==> src/rtl/mem_stage.sv <==
// Memory stage: registers the EX-stage buses, waits out data-SRAM load latency
// and builds the write-back and forwarding buses.
module mem_stage #(
  parameter int STALL_W = 6
) (
  input  logic               clk,
  input  logic               resetn,
  input  logic [STALL_W-1:0] stall,
  input  logic [75:0]        ex_to_mem_bus,
  input  logic [65:0]        ex_to_mem1,
  input  logic [31:0]        data_sram_rdata,
  input  logic               data_sram_data_ok,
  output logic [69:0]        mem_to_wb_bus,
  output logic [37:0]        mem_to_id_bus,
  output logic [65:0]        mem_to_wb_hilo,
  output logic [65:0]        mem_to_id_hilo,
  output logic               stallreq_for_mem
);

  typedef struct packed {
    logic [31:0] pc;
    logic        ram_en;
    logic [3:0]  ram_wen;
    logic        sel_rf_res;
    logic        rf_we;
    logic [4:0]  rf_waddr;
    logic [31:0] ex_result;
  } ex_bus_t;

  typedef enum logic [1:0] {S_IDLE, S_WAIT, S_HAVE} state_t;

  ex_bus_t     r_bus;
  logic [65:0] r_hilo;
  logic [31:0] buf_q;
  state_t      state, state_nx;

  logic        reload, is_load, capture;
  logic [31:0] load_data, rf_wdata;
  logic        rf_we_out;

  // Only this stage's and the downstream stall bits matter here.
  logic unused_stall;
  assign unused_stall = ^{stall[STALL_W-1:5], stall[2:0]};

  // R changes (new op or bubble) unless both this and the next stage stop.
  assign reload  = !(stall[3] && stall[4]);
  assign is_load = r_bus.ram_en && (r_bus.ram_wen == 4'b0000);
  assign capture = is_load && data_sram_data_ok && (state != S_HAVE);

  always_ff @(posedge clk) begin
    if (!resetn) begin
      r_bus  <= '0;
      r_hilo <= '0;
    end else if (!stall[3]) begin
      r_bus  <= ex_bus_t'(ex_to_mem_bus);
      r_hilo <= ex_to_mem1;
    end else if (!stall[4]) begin
      r_bus  <= '0;
      r_hilo <= '0;
    end
  end

  always_ff @(posedge clk) begin
    if (!resetn) begin
      buf_q <= '0;
      state <= S_IDLE;
    end else begin
      if (capture && !reload) buf_q <= data_sram_rdata;
      state <= state_nx;
    end
  end

  // A reload always ends the current op; a same-cycle data_ok completes it
  // with live rdata, so there is nothing to keep.
  always_comb begin
    state_nx = state;
    case (state)
      S_IDLE, S_WAIT: begin
        if (reload)               state_nx = S_IDLE;
        else if (capture)         state_nx = S_HAVE;
        else if (is_load)         state_nx = S_WAIT;
      end
      S_HAVE: if (reload)         state_nx = S_IDLE;
      default:                    state_nx = S_IDLE;
    endcase
  end

  assign stallreq_for_mem = is_load && (state != S_HAVE) && !data_sram_data_ok;
  assign load_data        = (state == S_HAVE) ? buf_q : data_sram_rdata;
  assign rf_wdata         = r_bus.sel_rf_res ? load_data : r_bus.ex_result;
  // Suppress the write while load data is missing so ID never forwards junk.
  assign rf_we_out        = r_bus.rf_we && !stallreq_for_mem;

  assign mem_to_wb_bus  = {r_bus.pc, rf_we_out, r_bus.rf_waddr, rf_wdata};
  assign mem_to_id_bus  = {rf_we_out, r_bus.rf_waddr, rf_wdata};
  assign mem_to_wb_hilo = r_hilo;
  assign mem_to_id_hilo = r_hilo;

endmodule

==> config.mk <==
export PLATFORM = sky130hd
export DESIGN_NAME = mem_stage
export DESIGN_NICKNAME = d
export VERILOG_FILES = /design/src/rtl/mem_stage.sv
export SDC_FILE = /design/constraint.sdc
export NUM_CORES = 1
export LEC_CHECK = 0
export CORE_AREA = 5 5 161 163
export DETAILED_ROUTE_END_ITERATION = 8
export DIE_AREA = 0 0 166 168
export GPL_TIMING_DRIVEN = 0
export PLACE_DENSITY = 0.76
export SYNTH_ARGS = -nofsm -noshare
export SYNTH_HDL_FRONTEND = slang
export SYNTH_SLANG_ARGS = --single-unit
==> constraint.sdc <==
create_clock -name clk -period 5.4 [get_ports clk]
set_input_delay 1.08 -clock clk [delete_from_list [all_inputs] [get_ports clk]]
set_output_delay 1.08 -clock clk [all_outputs]
set_load 0.02 [all_outputs]
# [Word level (Yosys, flattened, before mapping)]
# Index checks and enable logic that the tools add are counted.
[classes] eq_ne=6 muxes=11 n_reduce_logical=14
[op_table] operator="$mux W76" count=2
[op_table] operator="$mux W66" count=2
[op_table] operator="$mux W32" count=2
[op_table] operator="$logic_and A1 B1 Y1" count=8
[op_table] operator="$mux W2" count=4
[op_table] operator="$ne A2 B2 Y1 const B" count=3
[op_table] operator="$logic_not A4 Y1" count=1
[op_table] operator="$ne A4 B4 Y1 const B" count=1
[op_table] operator="$pmux W2 S2" count=1
[op_table] operator="$eq A2 B1 Y1 const B" count=1
[op_table] operator="$eq A2 B2 Y1 const B" count=1
[op_table] operator="$logic_not A1 Y1" count=2
[op_table] operator="$logic_not A2 Y1" count=1
[op_table] operator="$reduce_and A2 Y1" count=1
[op_table] operator="$reduce_or A2 Y1" count=1
[totals] register_bits=176 in_bits=183 output_inout_bits=241 wordCells=41

# [Logic depth before layout (Yosys ltp)]
# Gate-level depths: netlist (run 1).
[logic_depth] depth_word=7 depth_mapped=6 mapped_depth_nobuf=3

# [Worst setup path after synthesis (run 1)]
# No wires, ideal clock.
[synth_path] path_kind="input-to-output" from="input data_sram_data_ok" to="output mem_to_id_bus[37]" arrival_time_ns=2.091 t_required_ns=4.320 setup_slack_ns=2.229 cell_stages=3 n_path_buf=1 path_cell_list="or4_2 and2_1 buf_4"
[synth_via] elab_chain_cells=4
[synth_rtl] item="start, declared" line_no="12" text="input logic data_sram_data_ok,"
[synth_rtl] item="$logic_not A1 Y1" line_no="88" text="assign stallreq_for_mem = is_load && (state != S_HAVE) && !data_sram_data_ok;"
[synth_rtl] item="$logic_and A1 B1 Y1" line_no="88"
[synth_rtl] item="$logic_not A1 Y1" line_no="92" text="assign rf_we_out = r_bus.rf_we && !stallreq_for_mem;"
[synth_rtl] item="$logic_and A1 B1 Y1" line_no="92"
[synth_rtl] item="end, declared" line_no="14" text="output logic [37:0] mem_to_id_bus,"
# No other way between the ends.

# [Worst setup path in the final report (run 1)]
[layout_path] from="input data_sram_data_ok" to="output mem_to_wb_bus[37]"
[layout_via] elab_chain_cells=4
[layout_rtl] item="$logic_not A1 Y1" line_no="88"
[layout_rtl] item="$logic_and A1 B1 Y1" line_no="88"
[layout_rtl] item="$logic_not A1 Y1" line_no="92"
[layout_rtl] item="$logic_and A1 B1 Y1" line_no="92"
[layout_rtl] item="end, declared" line_no="13" text="output logic [69:0] mem_to_wb_bus,"
# No other way between the ends.

==> results of run 1 <==
[kinds of logic after synthesis]
group / after synthesis / share of synthesized area, %
DFF: 176 / 48.1
buffers and inverters: 200 / 18.2
and+or+nand+nor: 171 / 9.39
muxes: 32 / 4.37
AOI/OAI and AO/OA: 177 / 20.0
[registers in the layout (all words and copies together), names as in the netlist]
register and count:
mem_to_id_bus 5, r_bus 39, buf_q 32, state 2, mem_to_id_hilo 66, mem_to_wb_bus 32
[per-stage QoR]
| stage | hold slack, ps | setup slack [ps] | cell area (um2) | cells | util [%] |
|---|---|---|---|---|---|
| final | 458 | 1180 | 12500 | 1532 | 51.7 |
| after global routing | 476 | 1130 | 12500 | 1532 | 51.7 |
| after CTS | 461 | 1170 | 12500 | 1531 | 51.7 |
| after detailed placement | 448 | 1180 | 11900 | 1499 | 49.3 |
| after global placement | 442 | 1190 | 11900 | 1499 | 49.3 |
| after floorplan | 434 | 2230 | 7330 | 756 | - |
[layer usage]
metal  part of all wire, %  global-route usage (%)  vias up
met5                     0                       0        -
met2                    49                    32.9      269
li1                      -                       -     3368
met1                    42                    23.2     3344
met4                   1.5                    5.31        0
met3                   7.1                    5.93       25
[power by group through the flow]
stage          logic [uW]  registers (uW)  clock network [uW]
2_1_floorplan         317            1440                   0
3_3_place_gp          727            1420                   0
3_5_place_dp          735            1420                   0
4_1_cts               737            1390                1240
5_1_grt               772            1400                1290
6_report              730            1390                1200
[synth_stat cells]
library cell,number,share of area [%]
a21oi_1,1,0.068
buf_1,6,0.31
inv_1,2,0.10
nor4_4,1,0.29
a32o_1,1,0.14
nand2_1,129,6.6
mux2i_1,32,4.4
and2_1,1,0.085
nand3_1,1,0.068
a22o_1,141,17
o21ai_0,1,0.068
and3_1,1,0.085
buf_6,3,0.46
dlygate4sd1_1,2,0.24
nand2b_1,2,0.17
or3_4,1,0.15
or4_2,1,0.12
a31oi_1,32,2.7
clkbuf_1,36,1.8
buf_4,143,15
nor2b_1,2,0.17
a22o_2,1,0.14
nor2_1,32,1.6
buf_2,8,0.55
dfxtp_1,176,48
[worst min-delay path by stage]
| stage | start | to | slack (ps) | cells after the start |
|---|---|---|---|---|
| final | buf_q[2]$_SDFFE_PN0P_ | buf_q[2]$_SDFFE_PN0P_ | 460 | 2 |
| after global routing | buf_q[4]$_SDFFE_PN0P_ | buf_q[4]$_SDFFE_PN0P_ | 480 | 2 |
| after CTS | buf_q[4]$_SDFFE_PN0P_ | buf_q[4]$_SDFFE_PN0P_ | 460 | 2 |
| after detailed placement | buf_q[9]$_SDFFE_PN0P_ | buf_q[9]$_SDFFE_PN0P_ | 450 | 2 |
| after global placement | buf_q[22]$_SDFFE_PN0P_ | buf_q[22]$_SDFFE_PN0P_ | 440 | 2 |
| after floorplan | r_bus[39]$_SDFFE_PN0P_ | r_bus[39]$_SDFFE_PN0P_ | 430 | 1 |
[final cells by class]
class	instances	share of cell area, %
clock inverter	14	1.11
buffer	198	10.6
multi-input combinational	380	19.8
tap	324	3.24
timing repair buffer	419	33.6
sequential	176	28.2
antenna	1	0.0200
inverter	2	0.0601
clock buffer	18	3.43
[worst min-delay path: cells and delay by family (launching register included)]
family,cells,cell delay (ps)
simple gates,1,50
flops,1,310
mux,1,50
==> flow_summary_export.csv, run 1 <==
group,metric,value,unit
synth,syn-num-nets,939,
route,drtAntennaViolNets,0,
timing,layout_min_cycle_time,4220,ps
clock_tree,post_cts_resized,0,
timing,fin_crit_sh,78.1,%
route,dr.pass1.iters,5,
floorplanning,dieArea,27900,um2
critical_path,required,4320,ps
critical_path,crit_family,"buffers and inverters",
power_and_ir_drop,switching_share,28.3,%
synth,ys_types,25,
finish,area_delta_synth_final,70.6,%
floorplanning,core-area,24200,um2
synth,seq_area_frac_synth,48.1,%
timing,tightestPinTransition,710,ps
floorplanning,chipHeight,168,um
clock_tree,post_cts_buffers,0,
global_routing,antenna_found_initial,1,
critical_path,critPathLaunch,"data_sram_data_ok",
critical_path,cp-endpoint,"mem_to_wb_bus[37]",
route,routed_wl,27700,um
timing,rsz0062_at_grt,"no",
critical_path,reg2reg_from,"r_bus[40]$_SDFFE_PN0P_",
route,drc,0,
power_and_ir_drop,p_total,3330,uW
critical_path,cp_common_cell,"clkdlybuf4s50_1",
hold_path,hp-class,"flop to flop",
clock_tree,root_buffer,"clkbuf_16",
global_routing,grtUsageTotal,19.1,%
clock_tree,clk_latency,410,ps
power_and_ir_drop,p_leak,0.00502,uW
critical_path,crit_cells,5,
route,via_count,7006,
power_and_ir_drop,p_int,2380,uW
clock_tree,cts.path.max_buffers,2,
critical_path,path_class,"primary input to primary output",
floorplanning,floorplan.initialDensity,30.3,%
global_routing,grt_pass1_vias,7183,
critical_path,rr_worst_depth,4,
finish,final_common_cell,"clkdlybuf4s50_1",
timing,fmax,237,MHz
timing,setup_violations,0,
power_and_ir_drop,powerDensity,266,nW/um2
critical_path,crit_chain,"clkdlybuf4s50_1 -> or4_2 -> and2_1 -> buf_4 -> clkdlybuf4s50_1",
timing,max_slew_margin,52.7,%
critical_path,path_max_fanout,3,
finish,nNetsFinal,1377,
finish,drive_gt1_share,15.7,%
placement,dp_hpwl,21800,um
power_and_ir_drop,combPwrFrac,21.9,%
synth,ys.warnings.count,0,
critical_path,cp_num_buf_inv,3,
power_and_ir_drop,switching_power,943,uW
route,drt-initial-drc-count,378,
finish,fillers,2233,
synth,avgSynthCellArea,9.69,um2
timing,skew,6.26,ps
synth,netlist_instances,756,
finish,final_cell_mix,"clkdlybuf4s50_1, dfxtp_1, buf_4",
synth,syn_area,7330,um2
critical_path,slowest_stage,"or4_2",
critical_path,timing.rr.end,"buf_q[28]$_SDFFE_PN0P_",
clock_tree,cts_buffers,17,
floorplanning,design.portCount,424,
placement,gp_congestion,0.825,
global_routing,grt_pass1_wl,42200,um
power_and_ir_drop,seqPwrFrac,41.9,%
synth,ys_ff_latch,176,
critical_path,crit_path_end_kind,"primary output",
timing,tns,0,ps
floorplanning,die_w,166,um
timing,hold_viol,0,
critical_path,arrival,3140,ps
route,vias_per_cell,4.57,
power_and_ir_drop,clkPwrFrac,36.2,%
clock_tree,path_clk_slew,70,ps
floorplanning,rows,57,
power_and_ir_drop,vdd_drop_max,0.000189,V
global_routing,grt_overflow,0,
clock_tree,ctsHoldBuffers,0,
run_status,outcome,"finished, final reports clean",
placement,io_buffers,419,
finish,regArea,3520,um2
timing,slew_viol_final,0,
finish,multi_input_area,2470,um2
critical_path,cpPeakStageDelay,740,ps
run,drv_cap,0,
critical_path,r2r_slack,3530,ps
clock_tree,htree_levels,4,
critical_path,start_kind,"primary input",
clock_tree,cts_tree,"yes",
global_routing,grt_max_degree,19,
clock_tree,cts_sinks,176,
route,wl_per_cell,18.1,um
Note: power is estimated with default switching activity, not from simulation.
==> inputs of run 2 (changes only) <==
==> config.mk (replaced) <==
export PLATFORM = sky130hd
export DESIGN_NAME = mem_stage
export DESIGN_NICKNAME = d
export VERILOG_FILES = /design/src/rtl/mem_stage.sv
export SDC_FILE = /design/constraint.sdc
export NUM_CORES = 1
export LEC_CHECK = 0
export CORE_AREA = 5 5 160 162
export DETAILED_ROUTE_END_ITERATION = 8
export DIE_AREA = 0 0 165 167
export GPL_TIMING_DRIVEN = 0
export PLACE_DENSITY = 0.8
export SYNTH_ARGS = -nofsm -noshare
export SYNTH_HDL_FRONTEND = slang
export SYNTH_SLANG_ARGS = --single-unit
==> constraint.sdc (replaced) <==
create_clock -name clk -period 3.6 [get_ports clk]
set_input_delay 0.72 -clock clk [delete_from_list [all_inputs] [get_ports clk]]
set_output_delay 0.72 -clock clk [all_outputs]
set_load 0.02 [all_outputs]
==> run 2 against run 1 <==
Register-to-register slack worse by 1800 ps. Cell count is 0.13% lower. Clock-buffer cell count unchanged. Clock skew increased by 5.3 ps. Hold slack better by 2.6 ps.
==> flow_summary_export.csv, run 2 (synthesis gave the netlist of run 1 again) <==
group,metric,value,unit
finish,final_area,12500,um2
critical_path,cp_common_cell,"clkdlybuf4s50_1",
placement,placed_area,11900,um2
timing,max_slew_margin,44.6,%
critical_path,start_kind,"primary input",
route,drt-initial-drc-count,390,
timing,hold_viol,0,
critical_path,slowest_stage,"or4_2",
power_and_ir_drop,clkPwrFrac,37.2,%
finish,final_cell_mix,"clkdlybuf4s50_1, dfxtp_1, buf_4",
clock_tree,cts.path.max_buffers,2,
power_and_ir_drop,switching_share,28.2,%
global_routing,grt_pass1_wl,42900,um
finish,drive_gt1_share,16.0,%
floorplanning,core-area,24000,um2
placement,gp_congestion,0.852,
global_routing,top_usage_layer,"met2",
finish,final_common_cell,"clkdlybuf4s50_1",
timing,rsz0062_at_grt,"no",
global_routing,use_met3,6.55,%
run_status,outcome,"finished, final reports clean",
floorplanning,dieArea,27600,um2
clock_tree,root_buffer,"clkbuf_16",
clock_tree,ctsHoldBuffers,0,
critical_path,cpPeakStageDelay,720,ps
power_and_ir_drop,vdd_drop_max,0.000276,V
finish,largest_reg_flops,66,
route,drtAntennaViolNets,0,
finish,nNetsFinal,1376,
global_routing,grtUsageTotal,20.0,%
route,vias_per_cell,4.64,
critical_path,crit_chain,"clkdlybuf4s50_1 -> or4_2 -> and2_1 -> buf_4 -> clkdlybuf4s50_1",
placement,io_buffers,419,
critical_path,crit_path_end_kind,"primary output",
finish,area_delta_synth_final,70.9,%
clock_tree,htree_levels,4,
route,drc,0,
timing,fmax,289,MHz
global_routing,grt_pass1_vias,7484,
power_and_ir_drop,p_int,3650,uW
route,routed_wl,28300,um
clock_tree,cts_sinks,176,
power_and_ir_drop,combPwrFrac,21.6,%
power_and_ir_drop,p_leak,0.00506,uW
global_routing,grt_overflow,0,
power_and_ir_drop,seqPwrFrac,41.2,%
route,dr.pass1.iters,5,
finish,antenna_cells,0,
placement,dp_hpwl,22300,um
critical_path,path_class,"primary input to primary output",
route,via_count,7097,
critical_path,required,2880,ps
timing,slew_viol_final,0,
global_routing,antenna_found_initial,0,
floorplanning,design.portCount,424,
run,drv_cap,0,
timing,fin_crit_sh,96.1,%
clock_tree,cts_tree,"yes",
power_and_ir_drop,powerDensity,406,nW/um2
clock_tree,cts_buffers,17,
route,wl_per_cell,18.5,um
global_routing,use_met2,35.1,%
floorplanning,rows,57,
timing,skew,11.5,ps
floorplanning,floorplan.initialDensity,30.6,%
timing,layout_min_cycle_time,3460,ps
clock_tree,path_clk_slew,70,ps
timing,tns,0,ps
clock_tree,clk_latency,420,ps
timing,setup_violations,0,
power_and_ir_drop,switching_power,1440,uW
global_routing,met1_usage,23.3,%
critical_path,arrival,2740,ps
floorplanning,chipHeight,167,um
clock_tree,post_cts_buffers,0,
floorplanning,die_w,165,um
critical_path,path_max_fanout,3,
global_routing,grt_max_degree,19,
hold_path,hp-class,"flop to flop",
timing,tightestPinTransition,831,ps
## run 2: changes by cell type in the layout (fill, tap and decap cells not counted), sizes merged
cell	change
bufinv	+1
diode	-1
clkinv	+2
clkinvlp	-3
clkbuf	-1
## run 2: worst max-delay path: cells and delay by family
kind / cells / cell delay (ps)
buffers and inverters: 3 / 1080
AND/OR/NAND/NOR: 2 / 940
## run 2: power by group through the flow
stage	Combinational [uW]	Sequential (uW)	Clock (uW)
finish	1100	2090	1890
global placement	1090	2130	0
CTS	1110	2090	1940
detailed placement	1110	2130	0
global route	1160	2100	2020
floorplan	475	2160	0
## run 2: repair_timing
action                     CTS  global route
pin swaps                    0             0
resized for setup            1             6
setup endpoints to repair    9            10
## run 2: per-stage QoR
stage / hold slack (ps) / util (%) / worst slack, ps / power [uW] / cells
6_report: 461 / 52.3 / 142 / 5090 / 1530
3_3_place_gp: 442 / 49.8 / 174 / 3220 / 1499
4_1_cts: 461 / 52.2 / 36.5 / 5140 / 1530
2_1_floorplan: 434 / - / 1150 / 2630 / 756
5_1_grt: 482 / 52.3 / 0.397 / 5290 / 1530
3_5_place_dp: 449 / 49.8 / 157 / 3240 / 1499
## run 2: per-layer routing
metal,part of all wire [%],up-vias
met3,8.6,27
met4,1.6,0
li1,-,3381
met2,50,283
met5,0,-
met1,40,3406
## run 2: worst paths after layout
check | from | end | slack, ps | depth (start not counted)
min | buf_q[7]$_SDFFE_PN0P_ | buf_q[7]$_SDFFE_PN0P_ | 460 | 2
max | data_sram_data_ok | mem_to_wb_bus[37] | 140 | 5
max reg2reg | r_bus[40]$_SDFFE_PN0P_ | buf_q[13]$_SDFFE_PN0P_ | 1700 | 4
min reg2reg | buf_q[7]$_SDFFE_PN0P_ | buf_q[7]$_SDFFE_PN0P_ | 460 | 2
## run 2: final cells by class
class                      instances  area (um2)
buffer                           197        1320
clock buffer                      18         429
clock inverter                    14         165
fill                            2194       11400
inverter                           2        7.51
multi-input combinational        380        2470
sequential                       176        3520
tap                              324         405
timing repair buffer             419        4190
